[config.mk]
export PLATFORM = sky130hd
export DESIGN_NAME = master_tx
export DESIGN_NICKNAME = d
export VERILOG_FILES = /design/src/rtl/master_tx.sv
export SDC_FILE = /design/constraint.sdc
export NUM_CORES = 1
export LEC_CHECK = 0
export BUFFER_PORTS_ARGS = -buffer_cell sky130_fd_sc_hd__buf_2
export CAP_MARGIN = 30
export CORE_MARGIN = 1
export CORE_UTILIZATION = 38
export DETAILED_ROUTE_END_ITERATION = 16
export HOLD_SLACK_MARGIN = 0.08
export SKIP_CTS_REPAIR_TIMING = 1
export SLEW_MARGIN = 20
export SYNTH_ARGS = -nofsm -noshare
export SYNTH_HDL_FRONTEND = slang
export SYNTH_SLANG_ARGS = --single-unit
[constraint.sdc]
create_clock -name clk -period 2.5 [get_ports clk]
set_input_delay 0.25 -clock clk [delete_from_list [all_inputs] [get_ports clk]]
set_output_delay 0.25 -clock clk [all_outputs]
set_load 0.01 [all_outputs]
[src/rtl/master_tx.sv]
// master_tx: parallel request to serial slave-bus master.
// A request is captured, then address/data/burst are shifted out LSB first
// over 13 SEND cycles. Reads then collect 8 serial bits from the slave before
// a one-cycle completion report in DONE.
// Optional build macro: MASTER_TX_TIMEOUT_EN adds an 8-bit stall timeout that
// ends a stuck transaction in DONE with rsp_err=1 and rsp_rdata=0x00.
//
// state       | meaning
// ------------+---------------------------------------------------------
// S_IDLE      | ready for a new request (req_ready=1)
// S_WAIT_SLV  | request held, waiting for slave_ready
// S_SEND      | 13-cycle serial shift of addr/wdata/burst, master_valid=1
// S_READ_WAIT | read: master_ready=1, no read bit captured yet
// S_READ_DATA | read: capturing rx_data bits 1..7 on slave_valid
// S_DONE      | one-cycle completion report (rsp_valid=1)

module master_tx (
    input  logic        clk,
    input  logic        reset,
    input  logic        req_valid,
    output logic        req_ready,
    input  logic        req_write,
    input  logic [11:0] req_addr,
    input  logic [7:0]  req_wdata,
    input  logic [12:0] req_burst,
    output logic        tx_address,
    output logic        tx_data,
    output logic        tx_burst,
    output logic        master_valid,
    output logic        master_ready,
    output logic        read_en,
    output logic        write_en,
    input  logic        slave_valid,
    input  logic        slave_ready,
    input  logic        rx_data,
    output logic        rsp_valid,
    output logic [7:0]  rsp_rdata,
    output logic        rsp_err
);

    typedef enum logic [2:0] {
        S_IDLE,
        S_WAIT_SLV,
        S_SEND,
        S_READ_WAIT,
        S_READ_DATA,
        S_DONE
    } state_t;

    state_t      r_state;
    state_t      w_state_nxt;

    logic        r_write;
    logic [11:0] r_addr;
    logic [7:0]  r_wdata;
    logic [12:0] r_burst;
    logic [3:0]  r_bit_cnt;
    logic [2:0]  r_rd_cnt;
    logic [7:0]  r_rdata;

    logic        w_accept;
    logic        w_in_read;
    logic        w_capture;
    logic        w_send_last;
    logic        w_rd_last;
    logic        w_timeout;

    assign w_accept    = (r_state == S_IDLE) && req_valid;
    assign w_in_read   = (r_state == S_READ_WAIT) || (r_state == S_READ_DATA);
    assign w_capture   = w_in_read && slave_valid;
    assign w_send_last = (r_state == S_SEND) && (r_bit_cnt == 4'd12);
    assign w_rd_last   = w_capture && (r_rd_cnt == 3'd7);

`ifdef MASTER_TX_TIMEOUT_EN
    logic [7:0] r_to_cnt;
    logic       r_err;
    logic       w_to_count;

    // Stall cycles: waiting for the slave to become ready, or waiting for a read bit.
    assign w_to_count = ((r_state == S_WAIT_SLV) && !slave_ready) ||
                        (w_in_read && !slave_valid);
    // The 255th consecutive stall cycle ends the transaction.
    assign w_timeout  = w_to_count && (r_to_cnt == 8'd254);

    // Stall counter restarts on every state change and on every captured read bit.
    always_ff @(posedge clk) begin
        if (reset) begin
            r_to_cnt <= '0;
            r_err    <= 1'b0;
        end else begin
            if ((w_state_nxt != r_state) || w_capture) begin
                r_to_cnt <= '0;
            end else if (w_to_count) begin
                r_to_cnt <= r_to_cnt + 8'd1;
            end
            if (w_accept) begin
                r_err <= 1'b0;
            end else if (w_timeout) begin
                r_err <= 1'b1;
            end
        end
    end

    assign rsp_err = (r_state == S_DONE) && r_err;
`else
    assign w_timeout = 1'b0;
    assign rsp_err   = 1'b0;
`endif

    // State register.
    always_ff @(posedge clk) begin
        if (reset) begin
            r_state <= S_IDLE;
        end else begin
            r_state <= w_state_nxt;
        end
    end

    // Request capture, shift/capture counters and read data assembly.
    always_ff @(posedge clk) begin
        if (reset) begin
            r_write   <= 1'b0;
            r_addr    <= '0;
            r_wdata   <= '0;
            r_burst   <= '0;
            r_bit_cnt <= '0;
            r_rd_cnt  <= '0;
            r_rdata   <= '0;
        end else begin
            if (w_accept) begin
                r_write  <= req_write;
                r_addr   <= req_addr;
                r_wdata  <= req_wdata;
                r_burst  <= req_burst;
                r_rd_cnt <= '0;
                r_rdata  <= '0;
            end

            if ((r_state == S_SEND) && !w_send_last) begin
                r_bit_cnt <= r_bit_cnt + 4'd1;
            end else begin
                r_bit_cnt <= '0;
            end

            if (w_capture) begin
                r_rdata[r_rd_cnt] <= rx_data;
                r_rd_cnt          <= r_rd_cnt + 3'd1;
            end

            // A timed-out read reports no data.
            if (w_timeout) begin
                r_rdata <= '0;
            end
        end
    end

    // Next-state decode and state-driven outputs.
    always_comb begin
        w_state_nxt  = r_state;
        req_ready    = 1'b0;
        master_valid = 1'b0;
        master_ready = 1'b0;
        tx_address   = 1'b0;
        tx_data      = 1'b0;
        tx_burst     = 1'b0;
        rsp_valid    = 1'b0;
        read_en      = (r_state != S_IDLE) && !r_write;
        write_en     = (r_state != S_IDLE) && r_write;

        case (r_state)
            S_IDLE: begin
                req_ready = 1'b1;
                if (req_valid) begin
                    w_state_nxt = S_WAIT_SLV;
                end
            end
            S_WAIT_SLV: begin
                if (slave_ready) begin
                    w_state_nxt = S_SEND;
                end else if (w_timeout) begin
                    w_state_nxt = S_DONE;
                end
            end
            S_SEND: begin
                master_valid = 1'b1;
                tx_burst     = r_burst[r_bit_cnt];
                tx_address   = (r_bit_cnt < 4'd12) ? r_addr[r_bit_cnt] : 1'b0;
                tx_data      = (r_write && (r_bit_cnt < 4'd8)) ? r_wdata[r_bit_cnt[2:0]] : 1'b0;
                if (w_send_last) begin
                    w_state_nxt = r_write ? S_DONE : S_READ_WAIT;
                end
            end
            S_READ_WAIT: begin
                master_ready = 1'b1;
                if (w_capture) begin
                    w_state_nxt = S_READ_DATA;
                end else if (w_timeout) begin
                    w_state_nxt = S_DONE;
                end
            end
            S_READ_DATA: begin
                master_ready = 1'b1;
                if (w_rd_last || w_timeout) begin
                    w_state_nxt = S_DONE;
                end
            end
            S_DONE: begin
                rsp_valid   = 1'b1;
                w_state_nxt = S_IDLE;
            end
            default: begin
                w_state_nxt = S_IDLE;
            end
        endcase
    end

    assign rsp_rdata = r_rdata;

endmodule

==> flow_metrics.env <==
export IMPL_peakVddDrop_uv=405
export IMPL_routabilityCongestion=0.759
export IMPL_dp_hpwl_mm=3.60
export IMPL_drive_above_1_share_pct=25.8
export IMPL_wl_mm=5.06
export IMPL_wl_per_cell_um=12.3
export IMPL_clk_latency_ns=0.30
export IMPL_grt_overflow_total=0
export IMPL_final_area_um2=2830
export IMPL_p_leak_nw=1.15
export IMPL_setup_violations_final=0
export IMPL_postSynthAreaPerCell_um2=8.59
export IMPL_yosysSeqAreaShare_pct=42.1
export IMPL_tightest_slew_ns=0.701
export IMPL_switching_share_pct=35.5
export IMPL_grt_pass1_wl_mm=8.56
export IMPL_drtPass1Iterations=4
export IMPL_vias_per_cell=5.03
export IMPL_core_area_um2=6310
export IMPL_port_buffers=56
export IMPL_totalPowerFinal_w=0.00231
export IMPL_pwr_share_comb_pct=31.7
export IMPL_period_needed_ns=2.16
export IMPL_synth_main_ff_cell="dfxtp_1"
export IMPL_grt_max_degree=38
export IMPL_dieHeight_um=82.7
export IMPL_slew_headroom_pct=53.2
export IMPL_nets=376
export IMPL_crit_end="tx_burst"
export IMPL_internal_power_w=0.00149
export IMPL_die_w_um=82.7
export IMPL_vias=2064
export IMPL_maxCapViolCount=0
export IMPL_grt_pass1_vias=1854
export IMPL_finalCritPeriodShare_pct=86.5
export IMPL_htree_levels=2
export IMPL_root_buffer="clkbuf_8"
export IMPL_worstPathArrival_ns=1.91
export IMPL_start_util_pct=39.2
export IMPL_power_switching_w=0.000820
export IMPL_dpl_instance_area_um2=2740
export IMPL_critical_path_max_fanout=12
export IMPL_cp_startpoint="r_bit_cnt[1]"
export IMPL_seq_area_um2=1040
export IMPL_synth_area_um2=2470
export IMPL_gr_usage_all_layers_pct=16.2
export IMPL_syn_inst=288
export IMPL_rsz0062_at_grt="false"
export IMPL_ys_types=47
export IMPL_hold_ws_ns=0.178
export IMPL_hold_viol=0
export IMPL_num_antenna_cells=0
export IMPL_reg2reg_depth=4
export IMPL_async_flop_share_pct=0
export IMPL_clockPowerShare_pct=21.4
export IMPL_multi_input_area_um2=1270
export IMPL_end_kind="primary output"
export IMPL_cts_sinks=52
export IMPL_outcome="completed"
export IMPL_clk_pin_slew_ns=0.10
export IMPL_antenna_left=0
export IMPL_drt_iter0_markers=72
export IMPL_synthesis_nets=332
export IMPL_drcViolationCount=0
export IMPL_power_density_nw_per_um2=815
export IMPL_yosysWarnings=0
export IMPL_max_clock_path_buffers=2
export IMPL_crit_required_ns=2.25
export IMPL_cts_tree="built"
export IMPL_start_kind="register"
export IMPL_slew_violations=0
export IMPL_rrSetupSlack_ns=0.80
export IMPL_skew_ns=0.00886
export IMPL_r2r_end="r_burst[10]"
export IMPL_worstSetupPathType="register to primary output"
export IMPL_synthToLayoutAreaGrowth_pct=14.4
export IMPL_max_freq_ghz=0.462
export IMPL_cts_buffers=5
export IMPL_rr_startpoint="r_state[0]"
export IMPL_fillers=683
export IMPL_antenna_found_initial=0
export IMPL_hold_path_class="input port to register"
export IMPL_synth_seq_cells=52
export IMPL_setup_tns_ns=0
export IMPL_synth_edf_count=0
export IMPL_num_io_pins=58
export IMPL_die_area_um2=6840
export IMPL_p_seq_share_pct=47.0
export IMPL_rows=29
==> worst max-delay path: stages, from the launching register on <==
cell,delay [ns]
dfxtp_1,0.61
mux4_2,0.37
and2_1,0.17
a211oi_1,0.21
nor3_1,0.10
buf_2,0.15
==> power by group through the flow <==
stage / clock [W] / combinational, W / sequential [W]
final: 0.000493 / 0.000731 / 0.00108
after global routing: 0.000550 / 0.000835 / 0.00111
after CTS: 0.000511 / 0.000745 / 0.00108
after detailed placement: 0 / 0.000743 / 0.00110
after global placement: 0 / 0.000733 / 0.00110
after floorplan: 0 / 0.000664 / 0.00103
==> cell usage in the layout, fill, tap and decap left out, types with 2 or more instances in the layout <==
master	n
nor4b_2	2
nand4_1	2
nand2b_1	2
nand2_1	86
nand4b_1	3
o211ai_1	2
ha_1	4
a31oi_1	2
mux4_2	7
nand3_1	7
buf_2	56
nor3_1	4
dfxtp_1	52
buf_4	4
mux2i_1	10
clkbuf_8	6
inv_1	6
a21oi_1	40
nor2_1	7
o31ai_1	3
nor2b_1	2
and3_1	2
==> cells by family (layout without fill, tap and decap cells) <==
group / after synthesis / in the layout / share of synthesized area (%)
xor+xnor: 2 / 2 / 0.708
simple gates: 127 / 127 / 24.7
buf+inv: 29 / 74 / 6.72
compound gates: 55 / 55 / 12.8
fa+ha+maj: 4 / 4 / 2.02
other cells: 1 / 1 / 0.152
flops: 52 / 52 / 42.1
mux: 18 / 18 / 10.9
==> registers in the layout, indices dropped and copies added, names as in the netlist <==
register and count:
rsp_rdata 8, r_bit_cnt 4, r_write 1, r_burst 13, r_wdata 8, r_state 3, r_addr 12, r_rd_cnt 3
==> worst min path at each step <==
stage | cells past startpoint | slack (ns) | end | startpoint
global route | 3 | 0.17 | r_addr[6] | req_addr[6]
global placement | 2 | 0.44 | r_wdata[4] | r_wdata[4]
finish | 3 | 0.18 | r_burst[4] | req_burst[4]
CTS | 3 | 0.17 | r_burst[4] | req_burst[4]
detailed placement | 2 | 0.45 | r_addr[2] | r_addr[2]
floorplan | 2 | 0.39 | r_addr[0] | req_addr[0]
==> stage by stage <==
| step | worst slack [ns] | instances | utilization [%] |
|---|---|---|---|
| 2_1_floorplan | 0.863 | 288 | - |
| 3_3_place_gp | 0.679 | 402 | 43.4 |
| 3_5_place_dp | 0.651 | 402 | 43.4 |
| 4_1_cts | 0.313 | 410 | 44.8 |
| 5_1_grt | 0.185 | 410 | 44.8 |
| 6_report | 0.337 | 410 | 44.8 |
==> synth_stat cells, types with 2 or more instances <==
master | instances | area (µm²)
nor2_1 | 7 | 26.3
o31ai_1 | 3 | 22.5
and3_1 | 2 | 12.5
buf_6 | 5 | 56.3
clkbuf_1 | 10 | 37.5
o211ai_1 | 2 | 15.0
nor3_1 | 4 | 20.0
ha_1 | 4 | 50.1
mux2i_1 | 10 | 100
a31oi_1 | 2 | 12.5
nand3_1 | 7 | 35.0
buf_2 | 3 | 15.0
nor2b_1 | 2 | 12.5
a21oi_1 | 40 | 200
inv_1 | 6 | 22.5
nor4b_2 | 2 | 30.0
dfxtp_1 | 52 | 1040
nand2_1 | 86 | 323
nand4b_1 | 3 | 26.3
nand4_1 | 2 | 12.5
nand2b_1 | 2 | 12.5
buf_4 | 3 | 22.5
mux4_2 | 7 | 158
==> layout make-up <==
type	count	area share (%)
flip-flops and latches	52	36.8
well taps	77	3.40
clock buffers	7	3.05
inverters	6	0.795
clock inverters	1	0.265
repair buffers	60	11.0
multi-input cells	207	44.8
==> per-layer routing <==
metal / global-route usage, % / vias up / share of wire, % / wire length [µm]
met2: 27.4 / 49 / 49 / 2460
met4: 4.83 / 0 / 1.2 / 63
met1: 20.6 / 941 / 46 / 2310
met5: 0 / - / 0 / 0
li1: - / 1067 / - / -
met3: 3.63 / 7 / 4.4 / 224
(Power assumes the default switching activity.)
